==> src/rtl/spi_slave_pkg.sv <==
// spi_slave_pkg: register map, STATUS bit positions and SPI-side state type for spi_slave_wb
package spi_slave_pkg;
    localparam logic [1:0] REG_DATA   = 2'd0;
    localparam logic [1:0] REG_STATUS = 2'd1;
    localparam logic [1:0] REG_IE     = 2'd2;
    localparam logic [1:0] REG_CLR    = 2'd3;
    localparam int ST_RXV  = 0;
    localparam int ST_TXE  = 1;
    localparam int ST_OVR  = 2;
    localparam int ST_UNR  = 3;
    localparam int ST_BUSY = 4;
    typedef enum logic {IDLE, SHIFT} spis_state_t;
endpackage

==> src/rtl/spi_slave_wb_if.sv <==
// if_wb: Wishbone register-port bundle (cyc, stb, we, adr[3:2], sel, dat_i, dat_o, ack)
// slave modport: drives dat_o/ack; master modport: drives the request side
interface if_wb;
    logic        cyc;
    logic        stb;
    logic        we;
    logic [3:2]  adr;
    logic [3:0]  sel;
    logic [31:0] dat_i;
    logic [31:0] dat_o;
    logic        ack;
    modport slave (input cyc, stb, we, adr, sel, dat_i, output dat_o, ack);
    modport master (output cyc, stb, we, adr, sel, dat_i, input dat_o, ack);
endinterface

==> src/rtl/spi_slave_wb_sync.sv <==
// spi_sync: SYNC_LEN-flop synchroniser with registered 1-cycle rise/fall strobes
// ports: clk_i, rst_i (async active-low), d (async in), q (synchronised level), rise, fall
module spi_sync #(
    parameter int   SYNC_LEN = 2,
    parameter logic RST_VAL  = 1'b0
) (
    input  logic clk_i,
    input  logic rst_i,
    input  logic d,
    output logic q,
    output logic rise,
    output logic fall
);
    logic [SYNC_LEN-1:0] s;
    logic q_d;
    assign q = s[SYNC_LEN-1];
    always_ff @(posedge clk_i or negedge rst_i) begin
        if (!rst_i) begin
            s    <= {SYNC_LEN{RST_VAL}};
            q_d  <= RST_VAL;
            rise <= 1'b0;
            fall <= 1'b0;
        end else begin
            s    <= (s << 1) | SYNC_LEN'(d);
            q_d  <= q;
            rise <= q & ~q_d;
            fall <= ~q & q_d;
        end
    end
endmodule

==> src/rtl/spi_slave_wb.sv <==
// spi_slave_wb: SPI mode-0 target with a Wishbone register port (DATA/STATUS/IE/CLR)
// ports: clk_i, rst_i (async active-low), bus (if_wb.slave), spi_sclk/spi_mosi/spi_ss_n (host in),
//        spi_miso (MSB first), miso_oe (pad enable while selected), interrupt (level)
module spi_slave_wb
    import spi_slave_pkg::*;
#(
    parameter logic [7:0] FILL     = 8'hFF,
    parameter int         SYNC_LEN = 2
) (
    input  logic clk_i,
    input  logic rst_i,
    if_wb.slave  bus,
    input  logic spi_sclk,
    input  logic spi_mosi,
    input  logic spi_ss_n,
    output logic spi_miso,
    output logic miso_oe,
    output logic interrupt
);
    spis_state_t state, state_n;
    logic sclk_q, sclk_rise, sclk_fall, ss_q, ss_rise, ss_fall;
    logic [SYNC_LEN-1:0] mosi_s;
    logic [7:0] shreg_rx, shreg_tx, rx_data, tx_hold, rx_byte, next_tx;
    logic [2:0] bitcnt, ie;
    logic rx_valid, tx_empty, ovr, unr, busy;
    logic acc, rd, wr, data_rd, start, s_rise, s_fall, done;
    logic [31:0] rdata;

    spi_sync #(.SYNC_LEN(SYNC_LEN), .RST_VAL(1'b0)) u_sclk (
        .clk_i(clk_i), .rst_i(rst_i), .d(spi_sclk), .q(sclk_q), .rise(sclk_rise), .fall(sclk_fall)
    );
    spi_sync #(.SYNC_LEN(SYNC_LEN), .RST_VAL(1'b1)) u_ss (
        .clk_i(clk_i), .rst_i(rst_i), .d(spi_ss_n), .q(ss_q), .rise(ss_rise), .fall(ss_fall)
    );

    always_ff @(posedge clk_i or negedge rst_i) begin
        if (!rst_i) state <= IDLE;
        else        state <= state_n;
    end

    always_comb begin
        state_n = ss_rise ? IDLE : (ss_fall ? SHIFT : state);
        busy    = state == SHIFT;
        start   = state == IDLE && ss_fall && !ss_rise;
        s_rise  = busy && !ss_rise && sclk_rise;
        s_fall  = busy && !ss_rise && sclk_fall;
        done    = s_rise && bitcnt == 3'd7;
        rx_byte = {shreg_rx[6:0], mosi_s[SYNC_LEN-1]};
        next_tx = tx_empty ? FILL : tx_hold;
        acc     = bus.cyc && bus.stb && !bus.ack;
        rd      = acc && !bus.we;
        wr      = acc && bus.we;
        data_rd = rd && bus.adr == REG_DATA;
        rdata   = bus.adr == REG_DATA   ? {24'b0, rx_data} :
                  bus.adr == REG_STATUS ? {27'b0, busy, unr, ovr, tx_empty, rx_valid} :
                  bus.adr == REG_IE     ? {29'b0, ie} : 32'b0;
    end

    assign miso_oe   = ~ss_q;
    assign interrupt = (rx_valid & ie[0]) | (tx_empty & ie[1]) | (ovr & ie[2]);

    // Statement order matters: clears come before sets so a same-cycle set wins,
    // and the TX load precedes the DATA write so it sees the pre-write tx_hold/tx_empty.
    always_ff @(posedge clk_i or negedge rst_i) begin
        if (!rst_i) begin
            bus.ack  <= 1'b0;
            bus.dat_o <= 32'b0;
            mosi_s   <= '0;
            spi_miso <= FILL[7];
            shreg_rx <= 8'b0;
            shreg_tx <= 8'b0;
            rx_data  <= 8'b0;
            tx_hold  <= 8'b0;
            bitcnt   <= 3'b0;
            ie       <= 3'b0;
            rx_valid <= 1'b0;
            tx_empty <= 1'b1;
            ovr      <= 1'b0;
            unr      <= 1'b0;
        end else begin
            bus.ack   <= acc;
            bus.dat_o <= rd ? rdata : 32'b0;
            mosi_s    <= (mosi_s << 1) | SYNC_LEN'(spi_mosi);
            if (ss_rise || start) bitcnt <= 3'b0;
            if (s_rise) begin
                shreg_rx <= rx_byte;
                bitcnt   <= bitcnt + 3'd1;
            end
            // bitcnt counts completed rises, so it also indexes the next bit to drive.
            if (s_fall) spi_miso <= shreg_tx[3'd7 - bitcnt];
            if (wr && bus.adr == REG_CLR && bus.dat_i[0]) ovr <= 1'b0;
            if (wr && bus.adr == REG_CLR && bus.dat_i[1]) unr <= 1'b0;
            if (start || done) begin
                shreg_tx <= next_tx;
                tx_empty <= 1'b1;
                if (tx_empty) unr <= 1'b1;
            end
            if (start) spi_miso <= next_tx[7];
            if (data_rd) rx_valid <= 1'b0;
            if (done && rx_valid && !data_rd) ovr <= 1'b1;
            if (done && (!rx_valid || data_rd)) begin
                rx_data  <= rx_byte;
                rx_valid <= 1'b1;
            end
            if (wr && bus.adr == REG_DATA) begin
                tx_hold  <= bus.dat_i[7:0];
                tx_empty <= 1'b0;
            end
            if (wr && bus.adr == REG_IE) ie <= bus.dat_i[2:0];
        end
    end
endmodule
==> src/flat_wrapper.sv <==
// flat-port wrapper written by rule: the top's interface ports become plain ports
module spi_slave_wb_flat import spi_slave_pkg::*;
#(
    parameter logic [7:0] FILL     = 8'hFF,
    parameter int         SYNC_LEN = 2
)
  (clk_i, rst_i, spi_sclk, spi_mosi, spi_ss_n, spi_miso, miso_oe, interrupt, bus_cyc, bus_stb, bus_we, bus_adr, bus_sel, bus_dat_i, bus_dat_o, bus_ack);
  if_wb bus_i ();
  input  logic clk_i;
  input  logic rst_i;
  input  logic spi_sclk;
  input  logic spi_mosi;
  input  logic spi_ss_n;
  output logic spi_miso;
  output logic miso_oe;
  output logic interrupt;
  input wire logic [$bits(bus_i.cyc)-1:0] bus_cyc;
  input wire logic [$bits(bus_i.stb)-1:0] bus_stb;
  input wire logic [$bits(bus_i.we)-1:0] bus_we;
  input wire logic [$bits(bus_i.adr)-1:0] bus_adr;
  input wire logic [$bits(bus_i.sel)-1:0] bus_sel;
  input wire logic [$bits(bus_i.dat_i)-1:0] bus_dat_i;
  output wire logic [$bits(bus_i.dat_o)-1:0] bus_dat_o;
  output wire logic [$bits(bus_i.ack)-1:0] bus_ack;
  assign bus_i.cyc = bus_cyc;
  assign bus_i.stb = bus_stb;
  assign bus_i.we = bus_we;
  assign bus_i.adr = bus_adr;
  assign bus_i.sel = bus_sel;
  assign bus_i.dat_i = bus_dat_i;
  assign bus_dat_o = bus_i.dat_o;
  assign bus_ack = bus_i.ack;
  spi_slave_wb #(.FILL(FILL), .SYNC_LEN(SYNC_LEN)) u_core (.clk_i(clk_i), .rst_i(rst_i), .bus(bus_i), .spi_sclk(spi_sclk), .spi_mosi(spi_mosi), .spi_ss_n(spi_ss_n), .spi_miso(spi_miso), .miso_oe(miso_oe), .interrupt(interrupt));
endmodule
==> config.mk <==
export PLATFORM = sky130hd
export DESIGN_NAME = spi_slave_wb_flat
export DESIGN_NICKNAME = d
export VERILOG_FILES = /design/src/rtl/spi_slave_pkg.sv /design/src/rtl/spi_slave_wb_if.sv /design/src/rtl/spi_slave_wb_sync.sv /design/src/rtl/spi_slave_wb.sv /design/src/flat_wrapper.sv
export SDC_FILE = /design/constraint.sdc
export NUM_CORES = 1
export LEC_CHECK = 0
export ABC_AREA = 1
export CORE_ASPECT_RATIO = 0.7
export CORE_MARGIN = 2
export CORE_UTILIZATION = 43
export DETAILED_ROUTE_END_ITERATION = 6
export MAX_ROUTING_LAYER = met4
export PLACE_DENSITY_LB_ADDON = 0.3
export SLEW_MARGIN = 20
export SYNTH_ARGS = -nofsm -noshare
export SYNTH_HDL_FRONTEND = slang
export SYNTH_SLANG_ARGS = --single-unit
==> constraint.sdc <==
create_clock -name clk_i -period 1.25 [get_ports clk_i]
set_input_delay 0.25 -clock clk_i [delete_from_list [all_inputs] [get_ports clk_i]]
set_output_delay 0.25 -clock clk_i [all_outputs]
set_load 0.01 [all_outputs]
==> results.py <==
metrics = {
    "die": {
        "die_h_microns": 72.1,
        "pin_count": 82,
        "die_w_microns": 101,
        "design.core.area_sq_um": 6310,
        "rows": 24,
        "start_util_pct": 45.1,
        "die_area_sq_um": 7290,
    },
    "worst_setup_path": {
        "cp_max_fo": 2,
        "required_ns": 1.00,
        "crit_path_end_kind": "output port",
        "cp-start-kind": "flip-flop",
        "arrival_ns": 1.11,
        "path_class": "flip-flop to output port",
    },
    "global_routing": {
        "grt_pass1_vias": 2005,
        "gr-usage-all-layers_pct": 17.1,
        "grt_max_degree": 45,
        "grt_first_pass_wirelength_mm": 9.25,
        "antenna_found_initial": 0,
        "grt.overflow.total": 0,
    },
    "timing": {
        "clock_skew_ns": 0.00826,
        "fmax_ghz": 0.737,
        "drv_slew": 0,
        "period_minus_slack_ns": 1.36,
        "hold_violations": 0,
        "finalSetupViolCount": 19,
        "setup-tns-final_ns": -0.483,
        "setup_slack_ns": -0.107,
        "grt_setup_unrepaired": "true",
        "hold-worst-slack_ns": 0.311,
        "fin_crit_sh_pct": 109,
    },
    "logic_synthesis": {
        "yosys_warnings": 0,
        "synth_area_per_cell_sq_um": 9.42,
        "synth-seq-cells": 64,
        "netlist_area_sq_um": 2850,
        "yosysSeqAreaShare_pct": 56.5,
        "async_flop_share_pct": 100,
        "synth_cell_types": 27,
        "synthFlopType": "dfrtp_1",
        "synth_edf_count": 0,
        "synth_cells": 302,
    },
    "cells_and_area": {
        "drive_above_1_share_pct": 34.4,
        "insertedDiodeCount": 0,
        "fin_area_sq_um": 3880,
        "final_util_pct": 61.5,
        "area_growth_pct": 36.4,
        "fin_nets": 418,
        "final_cell_mix": "nand2_1 (59), dfrtp_1 (59), inv_1 (35)",
    },
    "detailed_routing": {
        "vias_per_cell": 4.61,
        "routed_wl_mm": 5.79,
        "drcViolationCount": 0,
        "final_antenna_net_count": 0,
        "firstDrtPassIters": 4,
        "dr.first_iter.drc_count": 124,
        "via_count": 2089,
        "wire_per_inst_microns": 12.8,
    },
    "cts": {
        "cts_buffer_depth": 2,
        "root_buffer": "clkbuf_8",
        "cts_inserted_buffers": 9,
        "cts.sinks": 64,
        "clock_latency_ns": 0.34,
        "htreeDepth": 3,
        "cts_tree": "built",
        "clk_pin_slew_worst_paths_ns": 0.07,
    },
    "pwr": {
        "ir_drop_mv": 0.660,
        "p_leak_nw": 1.92,
        "p_total_mw": 5.08,
        "p_per_area_nw_per_um2": 1310,
    },
    "placement": {
        "dpl_cell_area_sq_um": 3320,
        "place.gp.congestion": 0.813,
        "dp_hpwl_mm": 3.87,
        "port_buffers": 29,
    },
    "run_status": {
        "violations": "setup timing",
        "status": "finished with violations",
    },
    "flow_run": {
        "maxCapViolCount": 0,
    },
    "worst_hold_path": {
        "hold_class": "input pin to asynchronous set/reset pin",
    },
}
[cells by family (layout without fill, tap and decap cells)]
logic type               count (synthesis)  after routing  synth area share (%)
AND/OR/NAND/NOR                        121            126                  20.5
buffers and inverters                   70            115                  13.6
flip-flops                              64             64                  56.5
AO/OA/AOI/OAI                           44             44                  8.36
adder cells (fa/ha/maj)                  2              2                 0.879
other                                    1             24                 0.132
[critical path, cell delays in order, from the launching register on]
cell	delay, ns
dfstp_2	0.53
nand2_1	0.05
nand3_1	0.06
buf_2	0.13
[layer usage]
layer  part of all wire, %  GRT usage (%)  up-vias  routed length [microns]
met5                     0              -        -                        0
met4                  0.59           4.95        0                       34
met3                   6.1           5.68        6                      354
met2                    46           24.8       52                     2640
met1                    48           23.0      993                     2760
li1                      -              -     1038                        -
[synthesized netlist by cell type, types with 2 or more instances]
cell	instances	area [sq um]
buf_2	2	10.0
buf_6	3	33.8
nand2_1	74	278
buf_4	24	180
dfstp_2	5	131
a21oi_1	5	25.0
nand2_2	3	18.8
nand2_4	6	67.6
inv_2	2	7.51
nor2_1	12	45.0
ha_1	2	25.0
o21ai_2	3	26.3
nand3_1	21	105
nor2_4	2	22.5
o21ai_1	4	20.0
inv_1	36	135
o21ai_0	30	150
dfrtp_1	59	1480
[through the flow]
step                setup slack (ns)  std cells
global placement              -0.421        428
global route                  -0.172        453
CTS                           -0.130        448
detailed placement            -0.472        428
finish                        -0.107        453
floorplan                    -0.0465        325
[worst paths after layout]
| check | startpoint | end | slack (ns) | cells past startpoint |
|---|---|---|---|---|
| max | u_core.tx_empty$_DFFE_PN1P_ | interrupt | -0.11 | 3 |
| min | rst_i | u_core.tx_hold[6]$_DFFE_PN0P_ | 0.31 | 2 |
| max reg2reg | u_core.bitcnt[1]$_DFFE_PN0P_ | u_core.tx_empty$_DFFE_PN1P_ | -0.06 | 7 |
| min reg2reg | u_core.mosi_s[0]$_DFF_PN0_ | u_core.mosi_s[1]$_DFF_PN0_ | 0.35 | 0 |
| max in group asynchronous | rst_i | u_core.u_ss.s[0]$_DFF_PN1_ | 0.36 | 3 |
| min in group clk_i | spi_ss_n | u_core.u_ss.s[0]$_DFF_PN1_ | 0.31 | 1 |
[repair_timing]
action,in CTS,in global routing
setup buffers,2,2
hold buffers,1,0
endpoints found under the setup margin,30,40
resized for setup,73,45
gates cloned,2,3
pin swaps,6,12
endpoints found under the hold margin,9,0
[flip-flops by register name (all words and copies together), names as in the netlist, 2 cells and up]
signal	cells
u_core.bus.dat_o	8
u_core.mosi_s	2
u_core.shreg_rx	7
u_core.tx_hold	8
u_core.rx_data	8
u_core.shreg_tx	8
u_core.u_sclk.s	2
u_core.ie	3
u_core.bitcnt	3
u_core.u_ss.s	2
[report_power, final]
group          switching, mW  total [mW]  internal, mW
combinational          0.578        1.01         0.432
clock                  0.754        1.57         0.814
sequential             0.153        2.50          2.35
total                   1.49        5.08          3.60
[layout make-up]
class                   instances  area (sq um)
fillers                       515          2430
repair buffers                 59           558
flip-flops and latches         64          1610
clock buffers                  12           155
well taps                      78          97.6
inverters                      40           168
clock inverters                 4          20.0
multi-input cells             196          1270
(Power assumes the default switching activity.)
